File: src/rtl/mips_mc_controller.sv
// Multicycle MIPS control unit: state register plus Moore decode of datapath controls.
// pcen and the R-type alucont are the only outputs that also look at inputs.
module mips_mc_controller #(
    parameter int unsigned SUPPORT_ADDI = 1
) (
    input  logic       clk,
    input  logic       reset_n,
    input  logic [5:0] op,
    input  logic [5:0] funct,
    input  logic       zero,
    output logic       pcen,
    output logic       irwrite,
    output logic       iord,
    output logic       memwrite,
    output logic       regwrite,
    output logic       memtoreg,
    output logic       regdst,
    output logic       alusrca,
    output logic [1:0] alusrcb,
    output logic [1:0] pcsrc,
    output logic [2:0] alucont,
    output logic [3:0] state
);

    typedef enum logic [3:0] {
        FETCH   = 4'd0,
        DECODE  = 4'd1,
        MEMADR  = 4'd2,
        MEMRD   = 4'd3,
        MEMWB   = 4'd4,
        MEMWR   = 4'd5,
        RTYPEEX = 4'd6,
        RTYPEWB = 4'd7,
        BEQEX   = 4'd8,
        ADDIEX  = 4'd9,
        ADDIWB  = 4'd10,
        JEX     = 4'd11
    } state_t;

    state_t state_q;
    state_t state_d;
    logic   pcwrite;
    logic   branch;

    always_ff @(posedge clk or negedge reset_n) begin
        if (!reset_n) state_q <= FETCH;
        else          state_q <= state_d;
    end

    assign state = state_q;

    always_comb begin
        state_d  = FETCH;
        pcwrite  = 1'b0;
        branch   = 1'b0;
        irwrite  = 1'b0;
        iord     = 1'b0;
        memwrite = 1'b0;
        regwrite = 1'b0;
        memtoreg = 1'b0;
        regdst   = 1'b0;
        alusrca  = 1'b0;
        alusrcb  = 2'b00;
        pcsrc    = 2'b00;
        alucont  = 3'b000;
        pcen     = 1'b0;

        case (state_q)
            FETCH: begin
                alusrcb = 2'b01;
                alucont = 3'b010;
                irwrite = 1'b1;
                pcwrite = 1'b1;
                state_d = DECODE;
            end
            DECODE: begin
                alusrcb = 2'b11;
                alucont = 3'b010;
                case (op)
                    6'b100011, 6'b101011: state_d = MEMADR;
                    6'b000000:            state_d = RTYPEEX;
                    6'b000100:            state_d = BEQEX;
                    6'b001000:            if (SUPPORT_ADDI != 0) state_d = ADDIEX;
                    6'b000010:            state_d = JEX;
                    default:              state_d = FETCH;
                endcase
            end
            MEMADR: begin
                alusrca = 1'b1;
                alusrcb = 2'b10;
                alucont = 3'b010;
                state_d = (op == 6'b100011) ? MEMRD : MEMWR;
            end
            MEMRD: begin
                iord    = 1'b1;
                state_d = MEMWB;
            end
            MEMWB: begin
                memtoreg = 1'b1;
                regwrite = 1'b1;
            end
            MEMWR: begin
                iord     = 1'b1;
                memwrite = 1'b1;
            end
            RTYPEEX: begin
                alusrca = 1'b1;
                case (funct)
                    6'b100010: alucont = 3'b110;
                    6'b100100: alucont = 3'b000;
                    6'b100101: alucont = 3'b001;
                    6'b101010: alucont = 3'b111;
                    default:   alucont = 3'b010;
                endcase
                state_d = RTYPEWB;
            end
            RTYPEWB: begin
                regdst   = 1'b1;
                regwrite = 1'b1;
            end
            BEQEX: begin
                alusrca = 1'b1;
                alucont = 3'b110;
                pcsrc   = 2'b01;
                branch  = 1'b1;
            end
            ADDIEX: begin
                alusrca = 1'b1;
                alusrcb = 2'b10;
                alucont = 3'b010;
                state_d = ADDIWB;
            end
            ADDIWB: regwrite = 1'b1;
            JEX: begin
                pcsrc   = 2'b10;
                pcwrite = 1'b1;
            end
            default: state_d = FETCH;
        endcase

        pcen = pcwrite | (branch & zero);

        // Reset holds FETCH decode but must not let any enable reach the datapath.
        if (!reset_n) begin
            pcen     = 1'b0;
            irwrite  = 1'b0;
            memwrite = 1'b0;
            regwrite = 1'b0;
        end
    end

endmodule

File: config.mk
export PLATFORM = sky130hd
export DESIGN_NAME = mips_mc_controller
export DESIGN_NICKNAME = d
export VERILOG_FILES = /design/src/rtl/mips_mc_controller.sv
export SDC_FILE = /design/constraint.sdc
export NUM_CORES = 1
export LEC_CHECK = 0
export ABC_CLOCK_PERIOD_IN_PS = 1550
export BUFFER_PORTS_ARGS = -buffer_cell sky130_fd_sc_hd__buf_2
export CAP_MARGIN = 20
export CORE_AREA = 2 2 39 41
export CTS_BUF_LIST = sky130_fd_sc_hd__clkbuf_4
export DETAILED_ROUTE_END_ITERATION = 8
export DIE_AREA = 0 0 41 43
export HOLD_SLACK_MARGIN = 0.1
export PLACE_DENSITY = 0.71
export SETUP_SLACK_MARGIN = 0.1
export SYNTH_ARGS = -nofsm -noshare
export SYNTH_HDL_FRONTEND = slang
export SYNTH_SLANG_ARGS = --single-unit
File: constraint.sdc
create_clock -name clk -period 1.55 [get_ports clk]
set_input_delay 0.31 -clock clk [delete_from_list [all_inputs] [get_ports clk]]
set_output_delay 0.31 -clock clk [all_outputs]
set_load 0.02 [all_outputs]
==> reports/results.md, run 1 <==
- 0.805 — weighted congestion reported at the end of routability-driven placement
- 41 µm — width of the die
- finished with violations — run status
- op[1] — Hold Crit Start
- clkbuf_4 — clock tree root driver cell
- 0.48 ns — CP max stage delay
- 6.08 — vias per cell
- register to primary output — Crit Path Class
- 20.7% — fraction of the yosys area taken by sequential cells
- 2 — maximum root-to-sink buffer count
- 100% — share of synthesized flip-flops with an asynchronous set or reset
- 0 — final global-route overflow total
- 0.339 ns — actual slew at the worst max-slew pin
- 75.8% — part of the total power dissipated in combinational logic
- 0.658 mW — Switch Pwr
- state[1] — start point of the critical path
- 15 — Final Setup Violations
- 1.43 ns — arrival time worst endpoint
- 10 — largest net degree at the start of global routing
- 73 — post-synthesis cell count
- 18.1 µm — wire length per cell after detailed routing
- built — CTS tree
- 77.1% — worst relative slew slack
- 88 — nets in the synthesized netlist
- buf_6 -> nor2_1 -> a31oi_1 -> nor2_2 -> buf_6 — ordered list of cells on the worst path
- 33 — total of buffers placed on input and output ports
- 4 — Clock Sinks
- true — RSZ-0062 raised after global routing
- 67 — number of fill cells in the layout
- 3 — CTS buffer count
- 20.7% — area share of the largest cell type after synthesis
- 754 — vias in the first global route
- 136% — Layout Area Growth over Synthesis
- 1.24 ns — worst endpoint required time
- 13.9% — relative contribution of sequential cells to total power
- 1.19 mm — Detail Placement HPWL
- 34 — Boundary Pins
- 0.25 ns — Clock Latency Late Sink
- dfrtp_1 (21%), nor2_1 (12%), nand2b_1 (6.5%), nor3_1 (6.2%), xor2_1 (5.4%) — main area contributors after synthesis
- 14 — FP Rows
- 4 — max FFs per register
- 3.25 mm — wire length of the first global-routing pass
- 2.58 mm — total length of routed wires
- 0 — Slew Limit Fails
- 0.0539 ns — Post-Place Worst Slack
- dfrtp_2 — CP max-delay cell
- dfrtp_1 — commonest register cell after synthesis
- 142 — Post-Layout Cell Count
- 48.7% — net switching fraction of the power
- 1180 mW/mm² — total power per unit cell area
- 0.03 ns — Reg clk slew, reported paths
- 0 — number of antenna violations at the first check in global routing
- 0 — Post-synth EDFFs
- nor2_1 — most common cell in the synthesized netlist
- state[1] — R2R Path Start
- 0 — max-cap violation count
- negative setup slack — violations in the final reports
- 0.774 mV — maximum vdd drop
- 9 — peak fanout along the critical path
- 71.4% — share of layout cells above drive strength 1
- 863 — total number of vias
- 0.693 mW — Pint
- 54 — number of violations reported at the end of detailed-routing iteration 0
- 0.0117 ns — final clock skew
- buf_6 — critical path's most frequent cell
- 0.00176 mm² — die area
- 4 — post-synthesis sequential element count
- 0 — number of nets still failing antenna checks after routing
- nor2_1 (15), nor3_1 (6), nand2b_1 (5) — most instantiated cells after synthesis
- 483 µm² — post-synth design cell area
- 0 — final number of hold-violating endpoints
- 0 — diode insertion count for antenna repair
- 27.3% — global-route usage over all layers
- dfrtp_1 — largest area contributor in the synthesized netlist
- 29 — Netlist cell types
- 34.9% — starting utilization of the core area
- -0.188 ns — post-layout worst setup margin
- 0.00138 mm² — Placeable Area
- 112% — fin crit share
- 575 MHz — maximum clock rate
- primary output — crit path capture type
- 6.62 µm² — Avg Cell Area, Syn
- 4 — drt pass-1 iters
- 0.509 nW — static leakage power
- input pin to register — hold crit path type
- 124 — placed instance count
- 82.5% — final core area utilization
- 10.3% — clock power share
- 143 — number of nets at the end of the flow
- 1.74 ns — crit path time final
- 1 — CTS H-Tree Depth
- 0 — yosys warns
- register — element type at the critical path start
- 43 µm — height of the chip
- 0 — residual DRC count
stage by stage:
step	TNS, ns	hold WS (ns)	total power, mW	cell area, µm²
2_1_floorplan	0	0.0144	0.677	604
3_3_place_gp	0	0.131	0.847	788
3_5_place_dp	0	0.134	0.855	788
4_1_cts	-0.842	0.325	1.21	1070
5_1_grt	-1.92	0.340	1.42	1140
6_report	-1.49	0.334	1.35	1140
layer usage:
layer	GRT usage (%)	share of wire [%]	up-vias
met4	15.3	4.6	0
met5	0	0	-
met2	48.1	52	63
met1	29.2	37	409
li1	-	-	375
met3	2.09	6.1	16
worst max-delay path, delay by kind of cell (launching register included):
kind            cells  cell delay [ns]
flops               1             0.48
compound gates      1             0.22
buf+inv             2             0.34
simple gates        2             0.14
cells by family after synthesis:
group | after synthesis | share of synthesized area, %
and+or+nand+nor | 39 | 40.9
AOI/OAI and AO/OA | 19 | 26.4
buffers and inverters | 8 | 6.47
DFF | 4 | 20.7
xor gates and xnor gates | 3 | 5.44
final timing paths:
kind                               to  slack, ns  depth (start not counted)
max reg2reg                  state[2]       0.05                          3
max                        alucont[2]      -0.19                          5
min reg2reg                  state[0]       0.64                          2
min in group asynchronous    state[0]       0.46                          2
max in group asynchronous    state[1]       0.89                          2
min                          state[2]       0.33                          2
cell type report:
cell class	count	area (µm²)	area share (%)
Inverter	4	15.0	1.32
Tap cell	16	20.0	1.75
Sequential cell	4	105	9.21
Clock buffer	3	22.5	1.97
Timing Repair Buffer	54	450	39.5
Multi-Input combinational cell	61	528	46.3
cell usage in the layout, fill, tap and decap left out, types with 4 or more instances in the layout:
| cell | netlist | layout |
|---|---|---|
| buf_2 | 1 | 18 |
| buf_4 | 0 | 14 |
| buf_6 | 0 | 20 |
| dfrtp_2 | 0 | 4 |
| nand2b_4 | 1 | 5 |
| nor2_1 | 15 | 8 |
| nor2_2 | 0 | 4 |
power by group through the flow:
stage | logic [mW] | clock network, mW | registers (mW)
6_report | 1.02 | 0.139 | 0.187
5_1_grt | 1.08 | 0.147 | 0.192
4_1_cts | 0.893 | 0.142 | 0.179
3_5_place_dp | 0.668 | 0 | 0.187
3_3_place_gp | 0.662 | 0 | 0.185
2_1_floorplan | 0.466 | 0 | 0.211
what timing repair did:
action | CTS | global route
gates resized for setup | 42 | 13
hold endpoints to repair | 4 | 0
setup endpoints to repair | 16 | 16
buffers inserted | 11 | 3
hold buffers | 1 | 0
pin swaps | 12 | 3
Power figures use the tool's default switching activity.
==> run 2: changes to the inputs <==
--- a/config.mk
+++ b/config.mk
@@ -14,6 +14,7 @@
 export DIE_AREA = 0 0 41 43
 export HOLD_SLACK_MARGIN = 0.1
 export PLACE_DENSITY = 0.71
+export RECOVER_POWER = 50
 export SETUP_SLACK_MARGIN = 0.1
 export SYNTH_ARGS = -nofsm -noshare
 export SYNTH_HDL_FRONTEND = slang
==> run 2 against run 1 <==
The run still ends with negative setup slack left. Via count rose by 0.12%. Fmax grew 0.95%. Sequential power about the same. Sequential share of layout area hardly changed. Hold slack worse by 0.0052 ns. Register-to-register slack hardly changed. Critical path type unchanged.
==> reports/results.md, run 2 (synthesis gave the netlist of run 1 again) <==
- finished with violations — run status
- negative setup slack — violations in the final reports
- 1 — CTS H-Tree Depth
- 0.00114 mm² — total non-filler cell area in the finished layout
- 1.41 ns — arrival time worst endpoint
- register to primary output — Crit Path Class
- 0.00138 mm² — Placeable Area
- state[2] — sink of the worst hold path
- op[1] — Hold Crit Start
- 15 — Final Setup Violations
- 0.0539 ns — Post-Place Worst Slack
- 3 — CTS buffer count
- 2 — Buffers & Inverters on Critical Path
- 0.506 nW — static leakage power
- 4 — Clock Sinks
- 1.35 mW — Final Total Pwr
- 0 — final number of hold-violating endpoints
- 0 — max-cap violation count
- 111% — fin crit share
- 1.19 mm — Detail Placement HPWL
- 124 — placed instance count
- 0.805 — weighted congestion reported at the end of routability-driven placement
- 3.25 mm — wire length of the first global-routing pass
- 0.25 ns — Clock Latency Late Sink
- 70.6% — share of layout cells above drive strength 1
- 6.08 — vias per cell
- 864 — total number of vias
- built — CTS tree
- -0.172 ns — post-layout worst setup margin
- 143 — number of nets at the end of the flow
- 76.9% — worst relative slew slack
- register — element type at the critical path start
- 142 — Post-Layout Cell Count
- 0.00176 mm² — die area
- 2.55 mm — total length of routed wires
- 2 — cell depth of the worst min-delay path
- 2 — maximum root-to-sink buffer count
- 754 — vias in the first global route
- buf_6 — most common library cell in the layout ignoring fill and taps
- 788 µm² — post-placement cell area
- 53 — number of violations reported at the end of detailed-routing iteration 0
- 0 — final global-route overflow total
- state[2] — reg-to-reg endpoint
- 9 — peak fanout along the critical path
- primary output — crit path capture type
- 1.72 ns — crit path time final
- buf_6 (20), buf_2 (17), buf_4 (14) — most frequent cells in the layout
- 27.3% — global-route usage over all layers
- 0.0129 ns — final clock skew
- 1180 mW/mm² — total power per unit cell area
- 68 — number of fill cells in the layout
- 14 — FP Rows
- 1.24 ns — worst endpoint required time
- 43 µm — height of the chip
- input pin to register — hold crit path type
- -1.50 ns — accumulated negative setup slack
- 4 — drt pass-1 iters
- 41 µm — width of the die
- 0.03 ns — Reg clk slew, reported paths
- 136% — Layout Area Growth over Synthesis
- 581 MHz — maximum clock rate
- 0.777 mV — maximum vdd drop
- state[1] — R2R Path Start
- 34 — Boundary Pins
- true — RSZ-0062 raised after global routing
- buf_6 — critical path's most frequent cell
- 0 — Slew Limit Fails
- 0.342 ns — actual slew at the worst max-slew pin
- 34.9% — starting utilization of the core area
- 33 — total of buffers placed on input and output ports
- flip-flops — Crit path max-delay family
- buf_6 -> nor2_1 -> a31oi_1 -> nor2_2 -> buf_6 — ordered list of cells on the worst path
- 528 µm² — combined area of the multi-input logic cells
- 0 — diode insertion count for antenna repair
- 10 — largest net degree at the start of global routing
- 0.48 ns — CP max stage delay
- 0 — number of antenna violations at the first check in global routing
- 105 µm² — FF+latch area
- 0.05 ns — slack of the worst reg-to-reg path
- dfrtp_2 — CP max-delay cell
- 17.9 µm — wire length per cell after detailed routing
- clkbuf_4 — clock tree root driver cell
- 4 — max FFs per register
- state[1] — start point of the critical path
- 0 — residual DRC count
- 0 — number of nets still failing antenna checks after routing
- 3 — worst r2r path cells
## run 2: metrics by stage
stage,hold slack [ns],utilization (%)
after CTS,0.325,77.0
final,0.329,82.4
after global routing,0.340,82.4
after floorplan,0.0144,-
after global placement,0.131,57.0
after detailed placement,0.134,57.0
## run 2: how the worst max path moves through the flow
stage | end | slack (ns) | depth (start not counted)
after floorplan | alusrcb[1] | 0.04 | 3
after global placement | pcen | 0.07 | 5
after detailed placement | pcen | 0.05 | 5
after CTS | alucont[2] | -0.12 | 5
after global routing | alucont[2] | -0.19 | 5
final | alucont[2] | -0.17 | 5
## run 2: per-layer routing
metal / share of wire [%] / wire (µm) / global-route usage, %
met5: 0 / 0 / 0
met1: 37 / 947 / 29.2
met3: 6.9 / 175 / 2.09
met2: 52 / 1320 / 48.1
met4: 4.2 / 108 / 15.3
## run 2: power by group
part | leakage (nW) | switching, mW | internal (mW) | total, mW
Clock | 0.0138 | 0.0546 | 0.0874 | 0.142
Combinational | 0.445 | 0.549 | 0.472 | 1.02
Sequential | 0.0472 | 0.0526 | 0.134 | 0.187
## run 2: cell type report
type	count	area share [%]
multi-input cells	61	46.3
repair buffers	54	39.4
flip-flops and latches	4	9.22
clock buffers	3	1.98
well taps	16	1.76
inverters	4	1.32
## run 2: repair_timing
item,4_1_cts,5_1_grt
setup buffers,11,3
setup endpoints to repair,16,16
gates resized for setup,42,13
hold buffers,1,0
endpoints found under the hold margin,4,0
pin swaps,12,3
## run 2: worst register-to-register path, delay by kind of cell, from the launching register on
kind	cells	cell delay (ns)
AOI/OAI and AO/OA	1	0.19
and+or+nand+nor	2	0.73
DFF	1	0.48
==> run 3: changes to the inputs <==
==> constraint.sdc (replaced) <==
create_clock -name clk -period 1.55 [get_ports clk]
set_input_delay 0.31 -clock clk [delete_from_list [all_inputs] [get_ports clk]]
set_output_delay 0.31 -clock clk [all_outputs]
set_load 0.1 [all_outputs]
==> run 3 against run 2 <==
The flow now stops in 4_1_cts. Synthesized cell count is the same. Synthesized area did not move.
==> reports/results.md, run 3 <==
- 4 — Clock Sinks
- 13 — setup fix buffers added after clock tree synthesis
- 34.9% — starting utilization of the core area
- dfrtp_1 — largest area contributor in the synthesized netlist
- 20.7% — area share of the largest cell type after synthesis
- 43 µm — height of the chip
- [ERROR DPL-0038] Utilization greater than 100%, impossible to legalize — first error
- 88 — nets in the synthesized netlist
- 0% — adder-cell share of the synthesized area
- 0% — share of cell area taken by muxes after synthesis
- 0 — yosys warns
- -0.0500 ns — Post-Place Worst Slack
- 1 — CTS H-Tree Depth
- 0.812 — weighted congestion reported at the end of routability-driven placement
- 33 — total of buffers placed on input and output ports
- 4_1_cts — Halt Stage
- dfrtp_1 (21%), nor2_1 (12%), nand2b_1 (6.5%), nor3_1 (6.2%), xor2_1 (5.4%) — main area contributors after synthesis
- 14 — FP Rows
- 2 — maximum root-to-sink buffer count
- 27 — cts repair resizes
- clkbuf_4 — clock tree root driver cell
- 1 — hold bufs inserted after CTS
- 20.7% — fraction of the yosys area taken by sequential cells
- 5.44% — xor and xnor area share after synthesis
- 483 µm² — post-synth design cell area
- 0.00127 mm² — post-placement cell area
- 1.84 mm — Detail Placement HPWL
- 29 — Netlist cell types
- nor2_1 (15), nor3_1 (6), nand2b_1 (5) — most instantiated cells after synthesis
- 3 — CTS buffer count
- 4 — post-synthesis sequential element count
- 34 — Boundary Pins
- 26.4% — synthesized-area fraction occupied by ao, oa, aoi and oai cells
- 41 µm — width of the die
- simple AND/OR/NAND/NOR gates — largest family of logic cells by synthesized area
- nor2_1 — most common cell in the synthesized netlist
- 40.9% — simple-gate area share of the yosys netlist
- 100% — share of synthesized flip-flops with an asynchronous set or reset
- aborted with a tool error — run status
- 6.62 µm² — Avg Cell Area, Syn
- dfrtp_1 — commonest register cell after synthesis
- 73 — post-synthesis cell count
- 0 — Post-synth EDFFs
-- run 3: cell counts after synthesis --
No cell type changed its count.
-- run 3: through the flow --
stage / utilization, % / std cells / setup TNS, ns
3_5_place_dp: 91.6 / 134 / -0.102
2_1_floorplan: - / 73 / -6.82
3_3_place_gp: 91.6 / 134 / 0
-- run 3: logic make-up after synthesis --
group / after synthesis
AND/OR/NAND/NOR: 39
buffers and inverters: 8
flip-flops: 4
XOR/XNOR: 3
AO/OA/AOI/OAI: 19
==> run 4: changes to the inputs <==
==> config.mk (replaced) <==
export PLATFORM = sky130hd
export DESIGN_NAME = mips_mc_controller
export DESIGN_NICKNAME = d
export VERILOG_FILES = /design/src/rtl/mips_mc_controller.sv
export SDC_FILE = /design/constraint.sdc
export NUM_CORES = 1
export LEC_CHECK = 0
export ABC_CLOCK_PERIOD_IN_PS = 1550
export BUFFER_PORTS_ARGS = -buffer_cell sky130_fd_sc_hd__buf_2
export CAP_MARGIN = 20
export CORE_AREA = 2 2 63 65
export DETAILED_ROUTE_END_ITERATION = 8
export DIE_AREA = 0 0 65 67
export PLACE_DENSITY_LB_ADDON = 0.15
export RECOVER_POWER = 50
export SYNTH_ARGS = -nofsm -noshare
export SYNTH_HDL_FRONTEND = slang
export SYNTH_SLANG_ARGS = --single-unit
==> run 4 against run 3 <==
The flow now finishes, with violations (negative setup slack).
==> reports/results.md, run 4 (synthesis gave the netlist of run 1 again) <==
- 3 — CTS buffer count
- 0 — number of nets still failing antenna checks after routing
- 0.640 nW — static leakage power
- 561 MHz — maximum clock rate
- buf_12 (21), buf_4 (19), buf_2 (13) — most frequent cells in the layout
- 1 — Buffers & Inverters on Critical Path
- -2.34 ns — accumulated negative setup slack
- 4.22 — vias per cell
- 0.52 ns — CP max stage delay
- state[0] — start point of the critical path
- 232% — Layout Area Growth over Synthesis
- 154 — number of nets at the end of the flow
- finished with violations — run status
- 82.2% — part of the total power dissipated in combinational logic
- 0.00361 mm² — Placeable Area
- 10 — largest net degree at the start of global routing
- built — CTS tree
- 34 — Boundary Pins
- 3 — worst r2r path cells
- buf_12 — most common library cell in the layout ignoring fill and taps
- 18.2% — met2 track demand over resource
- register — element type at the critical path start
- 9.1% — clock power share
- 0.00453 ns — final clock skew
- 22 — FP Rows
- 2.06 mm — total length of routed wires
- 0.00436 mm² — die area
- 4 — max FFs per register
- 75.9% — share of layout cells above drive strength 1
- 1.32 mW — Switch Pwr
- 8.7% — relative contribution of sequential cells to total power
- clkbuf_8 — clock tree root driver cell
- 15 — number of violations reported at the end of detailed-routing iteration 0
- 0 — number of antenna violations at the first check in global routing
- 79.5% — worst relative slew slack
- 0.05 ns — slack of the worst reg-to-reg path
- 0 — final number of hold-violating endpoints
- 1.65 mm — Detail Placement HPWL
- 3.40 mm — wire length of the first global-routing pass
- flip-flops — Crit path max-delay family
- 4 — Clock Sinks
- 0.03 ns — Reg clk slew, reported paths
- op[1] — Hold Crit Start
- 13.4% — starting utilization of the core area
- 1.78 ns — crit path time final
- 0.701 — weighted congestion reported at the end of routability-driven placement
- 185 — Post-Layout Cell Count
- 0 — final global-route overflow total
- 0.372 mV — maximum vdd drop
- 53.6% — net switching fraction of the power
- -0.233 ns — post-layout worst setup margin
- 65 µm — width of the die
- 0 — diode insertion count for antenna repair
- 1.24 ns — worst endpoint required time
- 33 — total of buffers placed on input and output ports
- 780 — total number of vias
- 0 — residual DRC count
- primary output — crit path capture type
- 0 — max-cap violation count
- 1.69% — met3 routing resource usage after global routing
- 10.1% — global-route usage over all layers
- 172 — placed instance count
- 1 — CTS H-Tree Depth
- true — RSZ-0062 raised after global routing
- 4 — number of cells on the critical path
- register to primary output — Crit Path Class
- 6 — peak fanout along the critical path
- negative setup slack — violations in the final reports
- 1.47 ns — arrival time worst endpoint
- nand2b_4 -> nand2b_4 -> a21oi_4 -> buf_12 — ordered list of cells on the worst path
- 11.2 µm — wire length per cell after detailed routing
- met2 — Most Used Layer, Global Route
- 0.22 ns — Clock Latency Late Sink
- 2 — maximum root-to-sink buffer count
- dfrtp_4 — CP max-delay cell
- input pin to register — hold crit path type
- 6 — drt pass-1 iters
- 1.15 mW — Pint
- 0.307 ns — actual slew at the worst max-slew pin
- 0.359 ns — worst hold margin
- 2 — cell depth of the worst min-delay path
- nand2b_4 — critical path's most frequent cell
- 1540 mW/mm² — total power per unit cell area
- state[2] — R2R Path Start
- 67 µm — height of the chip
- 0 — Slew Limit Fails
- 115% — fin crit share
- 11.6% — met1 GRT Util
- 15 — Final Setup Violations
- 763 — vias in the first global route
-- run 4: metrics by stage --
stage	worst slack [ns]	utilization (%)	instance area, µm²	total power [mW]
after CTS	-0.243	43.9	1580	2.47
after floorplan	-0.819	-	749	1.44
after global routing	-0.264	44.5	1600	2.57
after detailed placement	-0.0281	37.9	1370	2.07
after global placement	-0.0295	37.9	1370	2.07
final	-0.233	44.5	1600	2.47
-- run 4: layout make-up --
type	count	area (µm²)
Tap cell	48	60.1
Sequential cell	4	115
Multi-Input combinational cell	61	612
Clock buffer	3	41.3
Fill cell	350	2000
Inverter	4	17.5
Timing Repair Buffer	65	758
-- run 4: routing by layer --
layer	wire length, µm	share of wire (%)	up-vias
met3	110	5.3	2
li1	-	-	394
met1	852	41	359
met5	0	0	-
met4	27	1.3	0
met2	1070	52	25
-- run 4: worst register-to-register path: cells and delay by family (launching register included) --
kind            cells  cell delay, ns
simple gates        1            0.52
flops               1            0.50
compound gates      1            0.22
buf+inv             1            0.15
-- run 4: what timing repair did --
action,CTS,global route
endpoints found under the setup margin,15,16
pin swaps,10,7
setup buffers,9,1
resized for setup,22,6
hold endpoints to repair,4,0
hold buffers,1,0
-- run 4: worst paths after layout --
| check | to |
|---|---|
| hold / removal | state[2] |
| setup / recovery | alusrcb[1] |
| setup reg to reg | state[2] |
| min in group asynchronous | state[0] |
| hold reg to reg | state[0] |
| max in group asynchronous | state[1] |
-- run 4: power by group through the flow --
stage                     clock network [mW]  logic [mW]  registers, mW
after floorplan                            0        1.07          0.380
after global routing                   0.241        2.11          0.221
after global placement                     0        1.85          0.220
after detailed placement                   0        1.86          0.219
final                                  0.224        2.03          0.216
after CTS                              0.229        2.02          0.215
